### src/rtl/alu_rr_scheduler_pkg.sv
// rtl/alu_rr_scheduler_pkg.sv - shared constants, FSM encoding and grant helper for alu_rr_scheduler
package alu_rr_scheduler_pkg;

    // Default operand and operation-code widths; the ALU result is 2*D_S wide.
    localparam int DEF_D_S  = 8;
    localparam int DEF_OP_W = 4;

    // Scheduler FSM encoding.
    typedef enum logic [1:0] {
        IDLE = 2'd0,
        EXEC = 2'd1,
        HOLD = 2'd2
    } sched_state_t;

    // Requester identifiers.
    localparam logic PORT0 = 1'b0;
    localparam logic PORT1 = 1'b1;

    // Round-robin pick between two requesters: a lone requester wins outright,
    // under contention the port that did not win last time goes next.
    function automatic logic rr_pick(input logic v0, input logic v1, input logic last_gnt);
        logic pick;
        if (v0 && v1) begin
            pick = ~last_gnt;
        end else if (v1) begin
            pick = PORT1;
        end else begin
            pick = PORT0;
        end
        return pick;
    endfunction

endpackage

### src/rtl/ALU_8bit.sv
// rtl/ALU_8bit.sv - combinational ALU, 16 operations, double-width result plus carry flag
module ALU_8bit #(
    parameter int D_S  = 8,
    parameter int OP_W = 4
) (
    input  logic [D_S-1:0]   A,
    input  logic [D_S-1:0]   B,
    input  logic [OP_W-1:0]  operation,
    output logic [2*D_S-1:0] result,
    output logic             carry_flag
);

    logic [D_S:0]     wide_sum;
    logic [D_S:0]     wide_diff;
    logic [2*D_S-1:0] ext_a;
    logic [2*D_S-1:0] ext_b;
    logic [2*D_S-1:0] product;

    assign wide_sum  = {1'b0, A} + {1'b0, B};
    assign wide_diff = {1'b0, A} - {1'b0, B};
    assign ext_a     = {{D_S{1'b0}}, A};
    assign ext_b     = {{D_S{1'b0}}, B};
    assign product   = ext_a * ext_b;

    // Operation decode; carry is the add carry, sub borrow, shifted-out bit,
    // high-half-nonzero for multiply and divide-by-zero for divide.
    always_comb begin
        result     = '0;
        carry_flag = 1'b0;
        case (operation)
            4'h0: begin
                result     = {{D_S{1'b0}}, wide_sum[D_S-1:0]};
                carry_flag = wide_sum[D_S];
            end
            4'h1: begin
                result     = {{D_S{1'b0}}, wide_diff[D_S-1:0]};
                carry_flag = wide_diff[D_S];
            end
            4'h2: begin
                result     = product;
                carry_flag = |product[2*D_S-1:D_S];
            end
            4'h3: begin
                if (B == '0) begin
                    result     = '0;
                    carry_flag = 1'b1;
                end else begin
                    result = {A % B, A / B};
                end
            end
            4'h4: begin
                result     = {{D_S{1'b0}}, A[D_S-2:0], 1'b0};
                carry_flag = A[D_S-1];
            end
            4'h5: begin
                result     = {{D_S{1'b0}}, 1'b0, A[D_S-1:1]};
                carry_flag = A[0];
            end
            4'h6: begin
                result     = {{D_S{1'b0}}, A[D_S-2:0], A[D_S-1]};
                carry_flag = A[D_S-1];
            end
            4'h7: begin
                result     = {{D_S{1'b0}}, A[0], A[D_S-1:1]};
                carry_flag = A[0];
            end
            4'h8: result = {{D_S{1'b0}}, A & B};
            4'h9: result = {{D_S{1'b0}}, A | B};
            4'hA: result = {{D_S{1'b0}}, A ^ B};
            4'hB: result = {{D_S{1'b0}}, ~(A | B)};
            4'hC: result = {{D_S{1'b0}}, ~(A & B)};
            4'hD: result = {{D_S{1'b0}}, ~(A ^ B)};
            4'hE: result = {{(2*D_S-1){1'b0}}, (A > B)};
            4'hF: result = {{(2*D_S-1){1'b0}}, (A == B)};
            default: begin
                result     = '0;
                carry_flag = 1'b0;
            end
        endcase
    end

endmodule

### src/rtl/alu_rr_scheduler.sv
// rtl/alu_rr_scheduler.sv - two-port round-robin scheduler sharing one ALU_8bit
module alu_rr_scheduler
    import alu_rr_scheduler_pkg::*;
#(
    parameter int D_S  = DEF_D_S,
    parameter int OP_W = DEF_OP_W
) (
    input  logic             clk,
    input  logic             rst,
    input  logic             req0_valid,
    output logic             req0_ready,
    input  logic [OP_W-1:0]  req0_op,
    input  logic [D_S-1:0]   req0_a,
    input  logic [D_S-1:0]   req0_b,
    input  logic             req1_valid,
    output logic             req1_ready,
    input  logic [OP_W-1:0]  req1_op,
    input  logic [D_S-1:0]   req1_a,
    input  logic [D_S-1:0]   req1_b,
    output logic             out_valid,
    input  logic             out_ready,
    output logic [2*D_S-1:0] out_result,
    output logic             out_carry,
    output logic             out_id,
    output logic             busy
);

    sched_state_t     state_q;
    logic             last_gnt_q;
    logic             cur_id_q;
    logic [OP_W-1:0]  op_q;
    logic [D_S-1:0]   a_q;
    logic [D_S-1:0]   b_q;
    logic             out_valid_q;
    logic [2*D_S-1:0] out_result_q;
    logic             out_carry_q;
    logic             out_id_q;

    logic             gnt_any;
    logic             gnt_id;
    logic [OP_W-1:0]  op_d;
    logic [D_S-1:0]   a_d;
    logic [D_S-1:0]   b_d;

    logic [2*D_S-1:0] alu_result;
    logic             alu_carry;

    // Grant only exists in IDLE and depends on request valids and last winner,
    // never on out_ready.
    always_comb begin
        gnt_any = 1'b0;
        gnt_id  = PORT0;
        if ((state_q == IDLE) && (req0_valid || req1_valid)) begin
            gnt_any = 1'b1;
            gnt_id  = rr_pick(req0_valid, req1_valid, last_gnt_q);
        end
    end

    // Command presented by the granted port, latched on transfer.
    always_comb begin
        op_d = req0_op;
        a_d  = req0_a;
        b_d  = req0_b;
        if (gnt_id == PORT1) begin
            op_d = req1_op;
            a_d  = req1_a;
            b_d  = req1_b;
        end
    end

    assign req0_ready = gnt_any && (gnt_id == PORT0);
    assign req1_ready = gnt_any && (gnt_id == PORT1);

    // The shared ALU sees only latched operands so request-port changes
    // after acceptance cannot disturb the result being computed.
    ALU_8bit #(
        .D_S  (D_S),
        .OP_W (OP_W)
    ) u_alu (
        .A          (a_q),
        .B          (b_q),
        .operation  (op_q),
        .result     (alu_result),
        .carry_flag (alu_carry)
    );

    // Scheduler FSM: accept in IDLE, compute in EXEC, present result in HOLD.
    always_ff @(posedge clk) begin
        if (rst) begin
            state_q      <= IDLE;
            last_gnt_q   <= PORT1;
            cur_id_q     <= PORT0;
            op_q         <= '0;
            a_q          <= '0;
            b_q          <= '0;
            out_valid_q  <= 1'b0;
            out_result_q <= '0;
            out_carry_q  <= 1'b0;
            out_id_q     <= PORT0;
        end else begin
            case (state_q)
                IDLE: begin
                    if (gnt_any) begin
                        op_q       <= op_d;
                        a_q        <= a_d;
                        b_q        <= b_d;
                        cur_id_q   <= gnt_id;
                        last_gnt_q <= gnt_id;
                        state_q    <= EXEC;
                    end
                end
                EXEC: begin
                    out_result_q <= alu_result;
                    out_carry_q  <= alu_carry;
                    out_id_q     <= cur_id_q;
                    out_valid_q  <= 1'b1;
                    state_q      <= HOLD;
                end
                HOLD: begin
                    if (out_ready) begin
                        out_valid_q <= 1'b0;
                        state_q     <= IDLE;
                    end
                end
                default: begin
                    state_q <= IDLE;
                end
            endcase
        end
    end

    assign out_valid  = out_valid_q;
    assign out_result = out_result_q;
    assign out_carry  = out_carry_q;
    assign out_id     = out_id_q;
    assign busy       = (state_q != IDLE);

endmodule

### config.mk
export PLATFORM = sky130hd
export DESIGN_NAME = alu_rr_scheduler
export DESIGN_NICKNAME = d
export VERILOG_FILES = /design/src/rtl/alu_rr_scheduler_pkg.sv /design/src/rtl/ALU_8bit.sv /design/src/rtl/alu_rr_scheduler.sv
export SDC_FILE = /design/constraint.sdc
export NUM_CORES = 1
export LEC_CHECK = 0
export CAP_MARGIN = 15
export CORE_MARGIN = 3
export CORE_UTILIZATION = 55
export DETAILED_ROUTE_END_ITERATION = 12
export PLACE_DENSITY_LB_ADDON = 0.1
export SYNTH_ARGS = -nofsm -noshare
export SYNTH_HDL_FRONTEND = slang
export SYNTH_SLANG_ARGS = --single-unit
### constraint.sdc
create_clock -name clk -period 10 [get_ports clk]
set_input_delay 2 -clock clk [delete_from_list [all_inputs] [get_ports clk]]
set_output_delay 2 -clock clk [all_outputs]
set_load 0.05 [all_outputs]
==> reports/qor.txt <==
CP max FO -> 6
compound-cell area share of the yosys netlist -> 25.2%
wire per inst -> 20.5 um
initial antenna violation count -> 0
Synth Register Bits -> 43
post-synthesis simple-gate area fraction -> 22.6%
Initial Util -> 56.6%
Max Cap Viol -> 0
HPWL after DPL -> 19400 um
largest net degree at the start of global routing -> 47
Req. time, crit path -> 10.24 ns
YS warnings -> 0
Horiz. Die Dim -> 123 um
H-tree depth -> 2
Slew Limit Fails -> 0
Gate Count Post-Synth -> 1007
Max Clock Skew -> 0.00745 ns
I/O Pins -> 67
CTS buffer count -> 5
Achievable Freq -> 99.6 MHz
die area -> 15100 um2
mux cell area share after synthesis -> 1.63%
FF-to-FF End -> out_result[11]$_SDFFE_PP0P_
CP startpoint -> b_q[7]$_SDFFE_PP0P_
fillcell total -> 1044
status -> finished with violations
gp weighted congestion -> 0.976
Final Hold Violating Endpoints -> 0
Worst Setup EP -> out_result[11]$_SDFFE_PP0P_
clk root buf -> clkbuf_16
Nets -> 1312
Setup WS post-layout -> -0.0358 ns
Layout area overhead -> 29.5%
# diodes -> 0
# hold bufs at CTS -> 0
fin crit period -> 10.04 ns
Pre-Repair DR Iteration Count -> 6
xor/xnor share of the synthesized area -> 4.19%
core area -> 13300 um2
DRC -> 0
count of distinct cell types in the synthesized netlist -> 80
unrepaired setup endpoints after global routing -> true
Post-synth EDFFs -> 0
fin util -> 73.3%
CTS Sinks -> 43
Worst Setup End Kind -> register
most frequent cells in the layout -> nor2_1, nand2_1, buf_4
Final setup viols -> 2
Clock Latency Late Sink -> 0.30 ns
max incr delay on CP -> 0.41 ns
via count of the first global-routing pass -> 7463
CTS tree -> built
r2r startpoint -> b_q[7]$_SDFFE_PP0P_
maximum clock path buffer count -> 2
Slew @ Worst Pin -> 1.05 ns
via/cell ratio -> 6.21
fraction of registers with async set/reset -> 0%
period utilization -> 100%
DRT iter0 DRCs -> 744
DR vias -> 8113
Primary FF master, synth -> dfxtp_1
Startpoint Class -> register
Antenna Nets Post-Route -> 0
layout cells sized above 1 -> 20.0%
internal reg-to-reg setup slack -> -0.04 ns
violated checks -> negative setup slack
GRT Util Overall -> 33.6%
synthesized area -> 7530 um2
max_slew headroom -> 29.7%
Critical Path AT -> 10.27 ns
synthesized area per cell -> 7.47 um2
Reg2Reg Depth -> 48
first-pass GRT wire length -> 39200 um
post-synthesis sequential area ratio -> 11.4%
largest family of logic cells by synthesized area -> adder cells
CP max stage cell -> a211o_4
critical path class -> register to register
Final Routed Wirelength -> 26800 um
num rows -> 42
port bufs -> 66
grt ovf -> 0
Adder-Cell Fraction of Synth Area -> 26.8%
Hold Path Cell Cnt -> 2
height of the die -> 123 um
Reg clk slew, reported paths -> 0.06 ns
syn nets -> 1190
commonest non-fill, non-tap cell in the layout -> nor2_1
worst hold path class -> register to register
CP dominant cell by count -> ha_1
-- kinds of logic after synthesis --
logic type / after synthesis
adders and majority gates: 138
AOI/OAI and AO/OA: 269
DFF: 43
and+or+nand+nor: 366
muxes: 12
xor gates and xnor gates: 36
buffers and inverters: 143
-- cell type report --
cell class | instances | area, um2 | area share [%]
repair buffers | 166 | 1440 | 14.8
clock buffers | 6 | 129 | 1.32
well taps | 176 | 220 | 2.26
multi-input cells | 821 | 6730 | 69.1
inverters | 92 | 345 | 3.54
clock inverters | 2 | 12.5 | 0.128
flip-flops and latches | 43 | 862 | 8.85
-- state kept, by name (all words and copies together) (netlist names), 2 cells and up --
name / count
b_q: 8
state_q: 2
op_q: 4
a_q: 8
out_result: 16
-- what timing repair did --
action / 4_1_cts / 5_1_grt
endpoints found under the setup margin: 9 / 9
pin swaps: 7 / 73
buffers inserted: 3 / 29
resized for setup: 21 / 113
-- routing by layer --
| layer | vias to the layer above | track usage (%) | part of all wire [%] |
|---|---|---|---|
| met4 | 0 | 18.3 | 5.7 |
| li1 | 3831 | - | - |
| met3 | 106 | 4.62 | 7.3 |
| met2 | 395 | 54.3 | 47 |
| met1 | 3781 | 43.7 | 40 |
| met5 | - | 0 | 0 |
-- how the worst min path moves through the flow --
stage	start	end	slack (ns)
3_5_place_dp	out_result[5]$_SDFFE_PP0P_	out_result[5]$_SDFFE_PP0P_	0.44
5_1_grt	out_result[5]$_SDFFE_PP0P_	out_result[5]$_SDFFE_PP0P_	0.48
6_report	out_result[5]$_SDFFE_PP0P_	out_result[5]$_SDFFE_PP0P_	0.46
4_1_cts	out_result[1]$_SDFFE_PP0P_	out_result[1]$_SDFFE_PP0P_	0.46
2_1_floorplan	cur_id_q$_SDFFE_PP0P_	out_id$_SDFFE_PP0P_	0.43
3_3_place_gp	out_result[11]$_SDFFE_PP0P_	out_result[11]$_SDFFE_PP0P_	0.44
-- worst max-delay path, delay by kind of cell, from the launching register on --
| kind | cells | cell delay, ns |
|---|---|---|
| adders and majority gates | 7 | 2.06 |
| buffers and inverters | 4 | 0.59 |
| AOI/OAI and AO/OA | 21 | 4.35 |
| and+or+nand+nor | 16 | 2.61 |
| DFF | 1 | 0.34 |
-- cells in the mapped netlist (all sizes together), types with 6 or more instances --
cell | number | area, um2
o31ai | 7 | 62.6
xor2 | 15 | 131
nor2 | 117 | 442
nor2b | 18 | 113
dfxtp | 43 | 861
clkbuf | 46 | 233
a211o | 8 | 80.1
and3 | 6 | 37.5
a222oi | 6 | 60.1
a22oi | 6 | 45.0
or3 | 8 | 52.6
inv | 91 | 342
a31oi | 9 | 56.3
a211oi | 17 | 128
a311oi | 17 | 149
ha | 99 | 1240
nor4 | 6 | 37.5
o21ai | 44 | 220
o22ai | 9 | 56.3
a21o | 7 | 55.1
fa | 39 | 781
xnor2 | 21 | 184
a221oi | 6 | 65.1
nand3 | 21 | 105
nand2 | 112 | 420
nor3b | 6 | 45.0
a21oi | 61 | 309
mux2i | 10 | 100
o211ai | 17 | 128
or2 | 7 | 43.8
o21a | 13 | 97.6
nand2b | 9 | 56.3
nor3 | 32 | 165
and2 | 6 | 37.5
-- through the flow --
step           cells  hold slack, ns  instance area [um2]  setup TNS, ns  worst slack [ns]
3_3_place_gp    1265           0.440                 8710         -0.180           -0.0694
5_1_grt         1306           0.483                 9740          -2.21            -0.323
2_1_floorplan   1007           0.430                 7590              0          0.000661
6_report        1306           0.458                 9740        -0.0392           -0.0358
4_1_cts         1276           0.459                 8960              0            0.0143
3_5_place_dp    1265           0.440                 8710          -2.38            -0.366
Power is not shown: default switching activity piles up to over one toggle a cycle in this logic, so the estimate is an artifact.
